`src/rtl/mem_arb_pkg.sv`:
```
// Shared types and constants for the memory-port arbiter: FSM state encoding,
// owner identifiers and the default burst geometry.
package mem_arb_pkg;

   typedef enum logic [1:0] {
      ARB_IDLE = 2'd0,
      ARB_IC   = 2'd1,
      ARB_DC   = 2'd2
   } arb_state_t;

   localparam logic OWN_IC = 1'b0;
   localparam logic OWN_DC = 1'b1;

   // Counter width that can hold 0..beats-1, never narrower than one bit.
   function automatic int cnt_width(input int beats);
      return (beats > 1) ? $clog2(beats) : 1;
   endfunction

   localparam int DEF_BEATS = 16;
   localparam int DEF_CNT_W = cnt_width(DEF_BEATS);

   function automatic arb_state_t owner_state(input logic owner);
      return (owner == OWN_DC) ? ARB_DC : ARB_IC;
   endfunction

endpackage

```
`src/rtl/rr_arb2.sv`:
```
// Two-request round-robin picker; on contention the requester that did not
// own the port last wins. Purely combinational.
module rr_arb2
   import mem_arb_pkg::*;
(
   input  logic [1:0] req,
   input  logic       last_owner,
   output logic       winner
);

   always_comb begin
      winner = OWN_IC;
      unique case (req)
         2'b01:   winner = OWN_IC;
         2'b10:   winner = OWN_DC;
         2'b11:   winner = ~last_owner;
         default: winner = OWN_IC;
      endcase
   end

endmodule

```
`src/rtl/mem_port_arbiter.sv`:
```
// Shares one external memory port between the I-cache and D-cache fill engines,
// granting whole bursts and alternating owners round-robin under contention.
module mem_port_arbiter
   import mem_arb_pkg::*;
#(
   parameter int BEATS  = DEF_BEATS,
   parameter int ADDR_W = 32,
   parameter int DATA_W = 32
) (
   input  logic              clk,
   input  logic              rst_n,
   input  logic              ic_req_valid,
   input  logic [ADDR_W-1:0] ic_req_addr,
   output logic              ic_resp_valid,
   output logic [DATA_W-1:0] ic_resp_data,
   output logic              ic_grant,
   input  logic              dc_req_valid,
   input  logic              dc_req_we,
   input  logic [ADDR_W-1:0] dc_req_addr,
   input  logic [DATA_W-1:0] dc_wdata,
   output logic              dc_resp_valid,
   output logic [DATA_W-1:0] dc_resp_data,
   output logic              dc_grant,
   output logic              mem_req_valid,
   output logic              mem_req_we,
   output logic [ADDR_W-1:0] mem_req_addr,
   output logic [DATA_W-1:0] mem_wdata,
   input  logic              mem_resp_valid,
   input  logic [DATA_W-1:0] mem_rdata,
   output logic              err_spurious
);

   localparam int CNT_W = cnt_width(BEATS);
   localparam logic [CNT_W-1:0] LAST_BEAT = CNT_W'(BEATS - 1);

   arb_state_t       state_q, state_d;
   logic [CNT_W-1:0] beat_cnt_q, beat_cnt_d;
   logic             last_owner_q, last_owner_d;
   logic             err_q, err_d;
   logic             winner;
   logic             final_beat;

   rr_arb2 u_rr_arb2 (
      .req        ({dc_req_valid, ic_req_valid}),
      .last_owner (last_owner_q),
      .winner     (winner)
   );

   assign final_beat = (state_q != ARB_IDLE) && mem_resp_valid && (beat_cnt_q == LAST_BEAT);

   always_ff @(posedge clk or negedge rst_n) begin
      if (!rst_n) begin
         state_q      <= ARB_IDLE;
         beat_cnt_q   <= '0;
         last_owner_q <= OWN_DC;
         err_q        <= 1'b0;
      end else begin
         state_q      <= state_d;
         beat_cnt_q   <= beat_cnt_d;
         last_owner_q <= last_owner_d;
         err_q        <= err_d;
      end
   end

   // On the final beat the owner's own valid is ignored: only the other side
   // can take the port directly, so nobody gets back-to-back bursts.
   always_comb begin
      state_d      = state_q;
      beat_cnt_d   = beat_cnt_q;
      last_owner_d = last_owner_q;
      err_d        = err_q;
      unique case (state_q)
         ARB_IDLE: begin
            if (mem_resp_valid) begin
               err_d = 1'b1;
            end
            if (ic_req_valid || dc_req_valid) begin
               state_d    = owner_state(winner);
               beat_cnt_d = '0;
            end
         end
         ARB_IC: begin
            if (final_beat) begin
               last_owner_d = OWN_IC;
               beat_cnt_d   = '0;
               state_d      = dc_req_valid ? ARB_DC : ARB_IDLE;
            end else if (mem_resp_valid) begin
               beat_cnt_d = beat_cnt_q + 1'b1;
            end
         end
         ARB_DC: begin
            if (final_beat) begin
               last_owner_d = OWN_DC;
               beat_cnt_d   = '0;
               state_d      = ic_req_valid ? ARB_IC : ARB_IDLE;
            end else if (mem_resp_valid) begin
               beat_cnt_d = beat_cnt_q + 1'b1;
            end
         end
         default: begin
            state_d    = ARB_IDLE;
            beat_cnt_d = '0;
         end
      endcase
   end

   // The I-cache only ever reads, so its write enable and data are forced low.
   always_comb begin
      ic_grant      = 1'b0;
      dc_grant      = 1'b0;
      ic_resp_valid = 1'b0;
      dc_resp_valid = 1'b0;
      mem_req_valid = 1'b0;
      mem_req_we    = 1'b0;
      mem_req_addr  = '0;
      mem_wdata     = '0;
      unique case (state_q)
         ARB_IC: begin
            ic_grant      = 1'b1;
            ic_resp_valid = mem_resp_valid;
            mem_req_valid = ic_req_valid;
            mem_req_addr  = ic_req_addr;
         end
         ARB_DC: begin
            dc_grant      = 1'b1;
            dc_resp_valid = mem_resp_valid;
            mem_req_valid = dc_req_valid;
            mem_req_we    = dc_req_we;
            mem_req_addr  = dc_req_addr;
            mem_wdata     = dc_wdata;
         end
         default: begin
            ic_grant = 1'b0;
         end
      endcase
   end

   assign ic_resp_data = mem_rdata;
   assign dc_resp_data = mem_rdata;
   assign err_spurious = err_q;

endmodule

```
`config.mk`:
```
export PLATFORM = sky130hd
export DESIGN_NAME = mem_port_arbiter
export DESIGN_NICKNAME = d
export VERILOG_FILES = /design/src/rtl/mem_arb_pkg.sv /design/src/rtl/rr_arb2.sv /design/src/rtl/mem_port_arbiter.sv
export SDC_FILE = /design/constraint.sdc
export NUM_CORES = 1
export LEC_CHECK = 0
export BUFFER_PORTS_ARGS = -buffer_cell sky130_fd_sc_hd__clkbuf_2
export CAP_MARGIN = 0
export CORE_AREA = 10 10 95 97
export DETAILED_ROUTE_END_ITERATION = 8
export DIE_AREA = 0 0 105 107
export GPL_ROUTABILITY_DRIVEN = 1
export PLACE_DENSITY = 0.7
export REMOVE_ABC_BUFFERS = 1
export SKIP_LAST_GASP = 1
export SLEW_MARGIN = 20
export SYNTH_ARGS = -nofsm -noshare
export SYNTH_HDL_FRONTEND = slang
export SYNTH_SLANG_ARGS = --single-unit
```
`constraint.sdc`:
```
create_clock -name clk -period 2 [get_ports clk]
set_clock_uncertainty 0.1 [all_clocks]
set_input_delay 0.4 -clock clk [delete_from_list [all_inputs] [get_ports clk]]
set_output_delay 0.4 -clock clk [all_outputs]
set_load 0.01 [all_outputs]
```
Word level (Yosys, flattened, before mapping)
Index checks and enable logic that the tools add are counted.
{"block": "classes", "n_eq_ne": 9, "reduce_logical": 11, "add_sub_neg": 1, "n_mux": 23, "bitwise_logic": 1}
{"op": "32-bit one-hot mux with 2 select lines", "count": 1}
{"op": "32-bit 2-to-1 mux", "count": 1}
{"op": "4-bit 2-to-1 mux", "count": 3}
{"op": "2-bit 2-to-1 mux", "count": 5}
{"op": "1-bit 2-to-1 mux", "count": 8}
{"op": "4-bit one-hot mux with 2 select lines", "count": 1}
{"op": "2-bit equality test, second input constant", "count": 3}
{"op": "2-bit != test, second input constant", "count": 3}
{"op": "1-bit one-hot mux with 2 select lines", "count": 3}
{"op": "2-bit one-hot mux with 3 select lines", "count": 1}
{"op": "3-bit AND reduction", "count": 2}
{"op": "4-bit by 1-bit adder with 4-bit output, second input constant", "count": 1}
{"op": "4-bit equality test, second input constant", "count": 1}
{"op": "2-bit AND reduction", "count": 2}
{"op": "2-bit nonzero test", "count": 2}
{"op": "3-bit by 1-bit != test with 1-bit output, second input constant", "count": 1}
{"op": "2-bit by 1-bit equality test with 1-bit output, second input constant", "count": 1}
{"op": "1-bit logical AND", "count": 2}
{"op": "2-bit zero test", "count": 1}
{"op": "2-bit OR reduction", "count": 1}
{"op": "1-bit logical OR", "count": 1}
{"op": "1-bit NOT", "count": 1}
{"block": "word_totals", "output_inout_bits": 135, "wordCells": 49, "inputBits": 134, "reg_bits": 8}

Logic depth before layout (Yosys ltp)
{"block": "depth", "word_depth": 5, "ltp_mapped": 7, "depth_no_buf": 5}

Hierarchy
A second synthesis with hierarchy kept.
{"block": "hier_totals", "hier_cells": 234, "area_unflattened_um2": 1752.9}
{"mod": "mem_port_arbiter", "instances": 1, "seq_area_each_um2": 201.4, "area_per_inst_um2": 1741.7, "cells_per_inst": 233}
{"mod": "rr_arb2", "instances": 1, "seq_area_each_um2": 0.0, "area_per_inst_um2": 11.3, "cells_per_inst": 1}

Worst setup path after synthesis
OpenSTA, ideal clock, no wires.
{"block": "synth_path", "path_type": "register to output", "startpoint": "register state_q[1]", "endpoint": "output port mem_req_addr[10]", "arrival_time_ns": 1.461, "n_path_buf": 2, "stages_incl_launch_ff": 7, "path_slack_ns": 0.039, "t_required_ns": 1.500, "cell_sequence": "dfrtp_1 -> inv_1 -> ha_1 -> buf_2 -> buf_1 -> a22oi_1 -> nor2b_1"}
{"block": "synth_between", "elab_chain_cells": 2, "word_cells_on_any_way": 3, "classes_between": "2 x eq/ne; 1 x mux"}
{"item": "from (decl)", "line_no": "mem_port_arbiter.sv:36", "source": "arb_state_t state_q, state_d;"}
{"item": "from (signal assigned)", "line_no": "mem_port_arbiter.sv:58", "source": "state_q <= state_d;"}
{"item": "2-bit equality test / 2-bit by 1-bit equality test with 1-bit output (equally long branches)", "line_no": "mem_port_arbiter.sv:117", "source": "unique case (state_q)"}
{"item": "32-bit one-hot mux with 2 select lines (*)", "line_no": "mem_port_arbiter.sv:117"}
{"item": "to (decl)", "line_no": "mem_port_arbiter.sv:26", "source": "output logic [ADDR_W-1:0] mem_req_addr,"}
Every way passes the cells marked *; elsewhere a longest branch is shown, timed or not.

Final worst setup path
{"block": "layout_path", "startpoint": "register state_q[0]", "endpoint": "output port mem_req_addr[3]"}
Same word-level chain as after synthesis.

==> results.cfg <==
[floorplan]
core_mm2 = 0.007137
design.die.area_mm2 = 0.01124
row_count = 31
die_h_um = 107
ios = 269
die_x_um = 105
start_util = 0.2458

[logic_synthesis]
avgSynthCellArea_um2 = 7.465
yosys.area.top_type = buf_4
yosys_register_bits = 8
yosys_warnings = 0
ys.flop_type = dfrtp_1
synth_top_area_share = 0.2739
synth_most_common_cell = buf_4
synth-simple-area-share = 0.2989
synth_top_family_by_area = buffers and inverters
async_flop_share = 1.000
syn-instance-count = 235
yosysSeqAreaShare = 0.1148
synthAdderAreaFrac = 0.03566
synthesis.area_mm2 = 0.001754
synthTopCellsByCount = 64 x buf_4, 35 x and2_1, 35 x nor2b_1
synth_compound_area_frac = 0.2133
synth_mux_area_frac = 0.01213
ys_types = 33
ys_top_cells_by_area = buf_4 27%, a22oi_1 14%, and2_1 12%, nor2b_1 12%, dfrtp_1 10%
synth_xor_area_frac = 0
synth_edf_count = 0

[timing]
finalMaxSlewViolations = 0
tightest_slew_ns = 0.3644
fmax_mhz = 487.9
hold_viol_final = 0
period_minus_slack_ns = 2.049
finalSetupTns_ns = -0.1031
setup_ws_ns = -0.04940
rsz0062_at_grt = true
fin_crit_sh = 1.025
setup_viol = 6
slew_headroom = 0.7560

[grt]
grt_pass1_vias = 2244
grt.total_usage = 0.1816
antenna_found_initial = 0
grt_overflow = 0
grt_pass1_wl_um = 15480
grt_max_degree = 28

[power_and_ir_drop]
p_comb_frac = 0.872
internal-power_uw = 2014
power.share.clock = 0.059
switchingPower_uw = 1544
p_sw_frac = 0.4340
p_leak_uw = 0.001426
vdd_ir_drop_max_mv = 0.6188
p_per_area_mw_per_mm2 = 1270
power_uw = 3558
seq_power_share = 0.069

[detailed_routing]
drt_pass1_iterations = 6
drtAntennaViolNets = 0
wirelength_um = 11660
routedWlPerCell_um = 25.68
drt_iter0_markers = 87
drc = 0
vias_per_cell = 4.786
vias = 2173

[layout]
fin_util = 0.3925
area_growth_pct = 59.70
fillCellCount = 776
instances_no_fill = 454
final_nets = 495
drive_above_1_share = 0.6732
seq_area_um2 = 202.7
multiInputGateArea_mm2 = 0.001110
antenna_cells = 0

[clock_tree]
clockBufferDepth = 2
clk_latency_ns = 0.23
cts_inserted_buffers = 3
clock_tree.root_cell = clkbuf_8
cts_tree = built
h-tree-depth = 1
clock_sinks = 8
cts.clk_slew.worst_paths_ns = 0.05

[job]
maxCapViolations = 0

[placed_design]
dp_cells = 438
dpl.hpwl_um = 9703
io_buffers = 172
place_congestion = 0.9195

[worst_setup_path]
critPathTopFamily = flip-flops
end_kind = output pin
crit_required_ns = 1.50
worst-setup-path-type = register to output pin
cp_num_buf_inv = 3
slowest_delay_ns = 0.44
arrival_ns = 1.55
crit_fanout = 27
cp_slowest_cell = dfrtp_2
crit_chain = inv_4, ha_4, buf_12, a22oi_1, nor2b_1, clkbuf_2
worstSetupStartpointType = register

[min_path]
min_path_type = register to register

[run_status]
status = finished with violations
violations = negative setup slack
==> timing repair <==
item	4_1_cts	5_1_grt
gates cloned	1	3
hold buffers	1	0
hold endpoints to repair	7	0
gates resized for setup	17	108
endpoints found under the setup margin	50	66
pin swaps	0	2
setup buffers	1	6
==> flip-flops by register name, summed over array words and instances (netlist names) <==
register      count
state_q           2
err_spurious      1
last_owner_q      1
beat_cnt_q        4
==> cell families (layout without fill, tap and decap cells) <==
kind of cell,Yosys count,count (layout)
AOI/OAI and AO/OA,51,51
adders and majority gates,5,5
buffers and inverters,85,205
DFF,8,8
muxes,2,2
and+or+nand+nor,84,84
==> cell usage in the layout (no fill, tap or decap), types with 2 or more instances in the layout <==
master,netlist,final
a22oi_2,0,6
a22oi_1,33,27
inv_1,5,3
clkbuf_16,0,2
nor2b_2,0,4
nand3b_1,2,2
o2111ai_1,2,2
nor2b_1,35,31
ha_4,0,3
nand3_1,2,2
buf_4,64,14
clkbuf_2,0,129
nand2_1,4,4
dfrtp_1,7,6
buf_2,3,22
o31ai_1,2,2
o21ai_0,7,7
and2_4,0,20
buf_12,0,4
and2_1,35,15
ha_1,5,2
buf_6,1,18
buf_8,0,4
clkbuf_8,0,3
==> final timing paths <==
kind | slack (ns) | end | startpoint | cells past startpoint
max | -0.05 | mem_req_addr[3] | state_q[0]$_DFFE_PN0P_ | 6
max reg2reg | 0.09 | state_q[0]$_DFFE_PN0P_ | state_q[0]$_DFFE_PN0P_ | 6
min | 0.36 | err_spurious$_DFFE_PN0P_ | err_spurious$_DFFE_PN0P_ | 1
min reg2reg | 0.36 | err_spurious$_DFFE_PN0P_ | err_spurious$_DFFE_PN0P_ | 1
max in group asynchronous | 1.09 | last_owner_q$_DFFE_PN1P_ | rst_n | 2
min in group asynchronous | 0.46 | beat_cnt_q[2]$_DFFE_PN0P_ | rst_n | 2
==> metrics by stage <==
stage               worst slack, ns  hold slack (ns)  cell area, um^2
finish                     -0.04940           0.3590             2801
global placement             0.1355           0.1626             2292
detailed placement          0.05773           0.1659             2292
floorplan                   -0.5550         0.004409             1202
CTS                        -0.08064           0.3660             2452
global route                -0.1212           0.4103             2801
==> cell type report <==
cell class / instances / area share
Timing Repair Buffer: 196 / 0.4636
Clock buffer: 4 / 0.01608
Tap cell: 99 / 0.04422
Inverter: 5 / 0.007593
Multi-Input combinational cell: 142 / 0.3962
Sequential cell: 8 / 0.07235
==> layer usage <==
metal	GRT usage	vias up	routed length, um
met3	0.2066	15	2597
met1	0.1795	963	4045
met4	0.01863	5	97
met5	0.09821	-	118
li1	-	972	-
met2	0.2482	218	4797
==> power groups by stage <==
stage	clock [uW]	sequential (uW)	combinational, uW
global placement	0	230	2250
finish	211	245	3100
global route	222	250	3340
floorplan	0	225	1250
detailed placement	0	233	2300
CTS	214	239	2530
(Power assumes the default switching activity.)
